`config.mk`:
```
export PLATFORM = sky130hd
export DESIGN_NAME = buzzer_lock_controller_flat
export DESIGN_NICKNAME = d
export VERILOG_FILES = /design/src/rtl/buzzer_lock_controller_if.sv /design/src/rtl/buzzer_lock_controller.sv /design/src/flat_wrapper.sv
export SDC_FILE = /design/constraint.sdc
export NUM_CORES = 1
export LEC_CHECK = 0
export ABC_AREA = 1
export CAP_MARGIN = 10
export CORE_MARGIN = 3
export CORE_UTILIZATION = 32
export DETAILED_ROUTE_END_ITERATION = 10
export GPL_TIMING_DRIVEN = 0
export PLACE_DENSITY_LB_ADDON = 0.12
export SLEW_MARGIN = 20
export SYNTH_ARGS = -nofsm -noshare
export SYNTH_HDL_FRONTEND = slang
export SYNTH_SLANG_ARGS = --single-unit
```
`constraint.sdc`:
```
create_clock -name clk -period 3.3 [get_ports clk]
set_input_delay 0.825 -clock clk [delete_from_list [all_inputs] [get_ports clk]]
set_output_delay 0.825 -clock clk [all_outputs]
set_load 0.02 [all_outputs]
```
`src/rtl/buzzer_lock_controller_if.sv`:
```
// Player-code and quizmaster controls into the buzzer lock stage, with round status back out.
// The master drives the encoder code and the controls; the slave is the lock controller.
interface buzzer_lock_controller_if;
  logic [3:0] binary_out;
  logic       arm;
  logic       clear;
  logic [2:0] winner;
  logic       winner_valid;
  logic       armed;
  logic       buzz;
  logic       time_up;
  logic [3:0] penalty;

  modport master (
    output binary_out, arm, clear,
    input  winner, winner_valid, armed, buzz, time_up, penalty
  );

  modport slave (
    input  binary_out, arm, clear,
    output winner, winner_valid, armed, buzz, time_up, penalty
  );
endinterface

```
`src/rtl/buzzer_lock_controller.sv`:
```
// First-press lock for the buzzer system: qualifies a stable player code, latches the winner, times buzz/answer.
// Optional FALSE_START_EN: presses seen in IDLE set per-player penalty flags that mask that player for the round.
//
// state   | meaning
// IDLE    | waiting for arm; false starts recorded here
// ARMED   | round open, no candidate yet
// QUAL    | candidate code seen, counting consecutive stable cycles
// LOCKED  | winner latched, answer window running
// EXPIRED | answer window over, holding winner until clear
module buzzer_lock_controller #(
  parameter int QUAL_CYCLES = 4,
  parameter int BUZZ_CYCLES = 8,
  parameter int ANS_CYCLES  = 1000
) (
  input logic                      clk,
  input logic                      rst_n,
  buzzer_lock_controller_if.slave  bus
);
  localparam int QW = $clog2(QUAL_CYCLES + 1);
  localparam int BW = $clog2(BUZZ_CYCLES + 1);
  localparam int AW = $clog2(ANS_CYCLES + 1);

  typedef enum logic [2:0] {IDLE, ARMED, QUAL, LOCKED, EXPIRED} state_t;

  state_t          state_q, state_d;
  logic [2:0]      cand_q, cand_d;
  logic [QW-1:0]   qual_q, qual_d;
  logic [BW-1:0]   buzz_cnt_q, buzz_cnt_d;
  logic [AW-1:0]   ans_cnt_q, ans_cnt_d;
  logic [2:0]      winner_q, winner_d;
  logic            winner_valid_q, armed_q, buzz_q, time_up_q;
  logic [3:0]      pen_q;
  logic [3:0]      code;
  logic            code_valid;
  logic            code_live;

  assign code       = ~bus.binary_out;
  assign code_valid = (code >= 4'd1) && (code <= 4'd4);

`ifdef FALSE_START_EN
  logic [1:0] pidx;
  // codes 1..4 map to penalty bits 0..3; code 4 wraps 2'b00-1 to 3
  assign pidx      = code[1:0] - 2'd1;
  assign code_live = code_valid && !pen_q[pidx];

  always_ff @(posedge clk) begin
    if (!rst_n || bus.clear)
      pen_q <= 4'b0000;
    else if (state_q == IDLE && code_valid)
      pen_q[pidx] <= 1'b1;
  end
`else
  assign code_live = code_valid;
  assign pen_q     = 4'b0000;
`endif

  always_comb begin
    state_d    = state_q;
    cand_d     = cand_q;
    qual_d     = qual_q;
    winner_d   = winner_q;
    ans_cnt_d  = ans_cnt_q;
    buzz_cnt_d = (buzz_cnt_q != '0) ? buzz_cnt_q - BW'(1) : '0;

    case (state_q)
      IDLE: begin
        if (bus.arm) state_d = ARMED;
      end
      ARMED: begin
        if (code_live) begin
          cand_d  = code[2:0];
          qual_d  = QW'(1);
          state_d = QUAL;
        end
      end
      QUAL: begin
        if (code_live && code == {1'b0, cand_q}) begin
          if (qual_q == QW'(QUAL_CYCLES - 1)) begin
            state_d    = LOCKED;
            winner_d   = cand_q;
            qual_d     = '0;
            buzz_cnt_d = BW'(BUZZ_CYCLES);
            ans_cnt_d  = AW'(ANS_CYCLES);
          end else begin
            qual_d = qual_q + QW'(1);
          end
        end else begin
          state_d = ARMED;
          qual_d  = '0;
        end
      end
      LOCKED: begin
        // remaining-cycle down-counter; expiry on the edge that would take it to zero
        if (ans_cnt_q <= AW'(1)) begin
          state_d   = EXPIRED;
          ans_cnt_d = '0;
        end else begin
          ans_cnt_d = ans_cnt_q - AW'(1);
        end
      end
      EXPIRED: ;
      default: state_d = IDLE;
    endcase

    if (bus.clear) begin
      state_d    = IDLE;
      cand_d     = '0;
      qual_d     = '0;
      winner_d   = '0;
      buzz_cnt_d = '0;
      ans_cnt_d  = '0;
    end
  end

  always_ff @(posedge clk) begin
    if (!rst_n) begin
      state_q        <= IDLE;
      cand_q         <= '0;
      qual_q         <= '0;
      buzz_cnt_q     <= '0;
      ans_cnt_q      <= '0;
      winner_q       <= '0;
      winner_valid_q <= 1'b0;
      armed_q        <= 1'b0;
      buzz_q         <= 1'b0;
      time_up_q      <= 1'b0;
    end else begin
      state_q        <= state_d;
      cand_q         <= cand_d;
      qual_q         <= qual_d;
      buzz_cnt_q     <= buzz_cnt_d;
      ans_cnt_q      <= ans_cnt_d;
      winner_q       <= winner_d;
      winner_valid_q <= (state_d == LOCKED) || (state_d == EXPIRED);
      armed_q        <= (state_d == ARMED) || (state_d == QUAL);
      buzz_q         <= (buzz_cnt_d != '0);
      time_up_q      <= (state_d == EXPIRED);
    end
  end

  assign bus.winner       = winner_q;
  assign bus.winner_valid = winner_valid_q;
  assign bus.armed        = armed_q;
  assign bus.buzz         = buzz_q;
  assign bus.time_up      = time_up_q;
  assign bus.penalty      = pen_q;
endmodule

```
`src/flat_wrapper.sv`:
```
// flat-port wrapper written by rule: the top's interface ports become plain ports
module buzzer_lock_controller_flat 
#(
  parameter int QUAL_CYCLES = 4,
  parameter int BUZZ_CYCLES = 8,
  parameter int ANS_CYCLES  = 1000
)
  (clk, rst_n, bus_binary_out, bus_arm, bus_clear, bus_winner, bus_winner_valid, bus_armed, bus_buzz, bus_time_up, bus_penalty);
  buzzer_lock_controller_if bus_i ();
  input logic clk;
  input logic rst_n;
  input wire logic [$bits(bus_i.binary_out)-1:0] bus_binary_out;
  input wire logic [$bits(bus_i.arm)-1:0] bus_arm;
  input wire logic [$bits(bus_i.clear)-1:0] bus_clear;
  output wire logic [$bits(bus_i.winner)-1:0] bus_winner;
  output wire logic [$bits(bus_i.winner_valid)-1:0] bus_winner_valid;
  output wire logic [$bits(bus_i.armed)-1:0] bus_armed;
  output wire logic [$bits(bus_i.buzz)-1:0] bus_buzz;
  output wire logic [$bits(bus_i.time_up)-1:0] bus_time_up;
  output wire logic [$bits(bus_i.penalty)-1:0] bus_penalty;
  assign bus_i.binary_out = bus_binary_out;
  assign bus_i.arm = bus_arm;
  assign bus_i.clear = bus_clear;
  assign bus_winner = bus_i.winner;
  assign bus_winner_valid = bus_i.winner_valid;
  assign bus_armed = bus_i.armed;
  assign bus_buzz = bus_i.buzz;
  assign bus_time_up = bus_i.time_up;
  assign bus_penalty = bus_i.penalty;
  buzzer_lock_controller #(.QUAL_CYCLES(QUAL_CYCLES), .BUZZ_CYCLES(BUZZ_CYCLES), .ANS_CYCLES(ANS_CYCLES)) u_core (.clk(clk), .rst_n(rst_n), .bus(bus_i));
endmodule
```
==> results_dict.tcl <==
set metrics [dict create \
    final.setup.tns_ns 0 \
    gr-total-overflow 0 \
    hold_path_depth 2 \
    layout_setup_ws_ns 1.13 \
    synthCells 237 \
    core.rowCount 25 \
    worstPathRequired_ns 3.48 \
    power_per_cell_area_nw_per_um2 386 \
    cp-end-kind "register" \
    syn_area_um2 1700 \
    postRouteAntennaNets 0 \
    die_x_um 78.8 \
    finalSetupViolations 0 \
    grt_pass1_vias 1349 \
    slew_violations 0 \
    finalCritPeriodShare 0.657 \
    grt_max_degree 11 \
    start_util 0.345 \
    hold_viol_final 0 \
    core_um2 4910 \
    fill_cells 535 \
    max_cap_viol_count 0 \
    grt.total_usage 0.125 \
    hpwlAfterDp_um 2620 \
    ys_ff_latch 30 \
    cts_buffers 5 \
    place_ws_ns 0.823 \
    path_max_fanout 7 \
    status "complete, no violations" \
    layout-drive-gt1-share 0.149 \
    cts_root_buf "clkbuf_8" \
    cts.sinks 30 \
    syn2layout_area_growth_pct 19.5 \
    leakagePower_uw 0.000977 \
    synth_edf_count 0 \
    yosysTopAreaCell "dfxtp_1" \
    die-height_um 78.8 \
    crit_type "in -> reg" \
    routedWlPerCell_um 10.6 \
    vdd_drop_max_v 0.000135 \
    gp_congestion 0.875 \
    h-tree-depth 2 \
    antenna_cells 0 \
    synth_area_leaders "dfxtp_1 (35%), nand2_1 (9.7%), inv_1 (8.2%), nor2_1 (5.1%), nand3_1 (4.7%)" \
    ctsResizeCount 0 \
    final_area_um2 2030 \
    ff2ff_path_depth 9 \
    ys_warn_count 0 \
    drtIter0Drc 56 \
    postCtsHoldBufs 0 \
    first_pass_iters 4 \
    io_pins 19 \
    clk_pin_slew_ns 0.06 \
    port_buffers 14 \
    dpl.cell_count 321 \
    rsz0062_at_grt "false" \
    worst_setup_path_start_kind "primary input" \
    post_cts_buffers 0 \
    layout_commonest_cell "nand2_1" \
    skew_ns 0.0117 \
    nNetsFinal 274 \
    dpl_cell_area_um2 1930 \
    power_uw 783 \
    arrival_ns 2.34 \
    final_cell_mix "nand2_1 (44), inv_1 (37), dfxtp_1 (30)" \
    cts_tree "yes" \
    clkLatencyLatePin_ns 0.29 \
    clk_path_buf_depth 2 \
    hold_class "reg -> reg" \
    final_cells 329 \
    yosysTopAreaCellShare 0.354 \
    async_reset_ff_frac 0 \
    die_area_um2 6210 \
    wirelength_um 3470 \
    grt_antenna_before_repair 0 \
    synth_ff_type "dfxtp_1" \
    routed_via_density 4.40 \
    fmax_mhz 461 \
    dr_total_vias 1448 \
    period_needed_ns 2.17 \
    ys_seq_area_frac 0.354 \
    avgSynthCellArea_um2 7.16 \
    drc 0 \
    synthDistinctLibCells 34 \
    grt_pass1_wl_um 6110 \
]
==> final cells by class <==
type                    count  area [um2]  area share
clock buffers               6        82.6      0.0407
multi-input cells         164         912       0.450
plain buffers               6        45.0      0.0222
flip-flops and latches     30         601       0.296
well taps                  67        83.8      0.0414
inverters                  40         150      0.0741
clock inverters             2        12.5     0.00617
repair buffers             14         140      0.0691
==> worst paths after layout <==
check,slack [ns],endpoint,start
max,1.13,u_core.ans_cnt_q[1],bus_binary_out[2]
min,0.44,u_core.bus.winner[2],u_core.bus.winner[2]
max reg2reg,1.66,u_core.bus.winner_valid,u_core.ans_cnt_q[1]
min reg2reg,0.44,u_core.bus.winner[2],u_core.bus.winner[2]
==> report_power, final <==
part / switching (uW) / internal (uW) / total (uW)
Combinational: 53.8 / 38.1 / 92.0
Clock: 150 / 168 / 318
Sequential: 3.76 / 369 / 373
==> kinds of logic (layout without fill, tap and decap cells) <==
group	after synthesis	count (layout)	share of synthesized area
AO/OA/AOI/OAI	38	38	0.131
XOR/XNOR	5	5	0.0258
adder cells (fa/ha/maj)	5	5	0.0369
buffers and inverters	46	68	0.115
flip-flops	30	30	0.354
other	1	4	0.00221
AND/OR/NAND/NOR	112	112	0.336
==> registers in the layout (all words and copies together), names as in the netlist <==
name	cells
u_core.ans_cnt_q	10
u_core.buzz_cnt_q	4
u_core.bus.winner	3
u_core.cand_q	3
u_core.qual_q	3
u_core.state_q	3
u_core.bus.armed	1
u_core.bus.buzz	1
u_core.bus.time_up	1
u_core.bus.winner_valid	1
==> synth_stat cells (all sizes together), types with 4 or more instances <==
cell type,n
nor2,34
nand2,49
xor2,5
a21oi,15
o21ai,16
nor3,4
ha,5
inv,40
buf,5
nand3,18
dfxtp,30
==> stage by stage <==
step / util / hold WS, ns
after floorplan: - / 0.422
final: 0.413 / 0.444
after global routing: 0.413 / 0.483
after global placement: 0.393 / 0.436
after detailed placement: 0.393 / 0.439
after CTS: 0.413 / 0.451
==> routing by layer <==
layer  GRT usage  vias up  wire, um  share of wire
met5           0        -         0              0
met4      0.0567        0        65          0.019
met3      0.0272        7       102          0.029
met2       0.200       19      1550           0.45
met1       0.161      637      1750           0.50
li1            -      785         -              -
==> worst max-delay path: stages <==
cell and delay (ns):
clkdlybuf4s50_1 0.54, nor2_1 0.07, nor2_2 0.15, inv_2 0.06, nor2_4 0.15, nand4_4 0.16
nand2_2 0.18, nor2_1 0.06, o21a_1 0.16
Note: power is estimated with default switching activity, not from simulation.
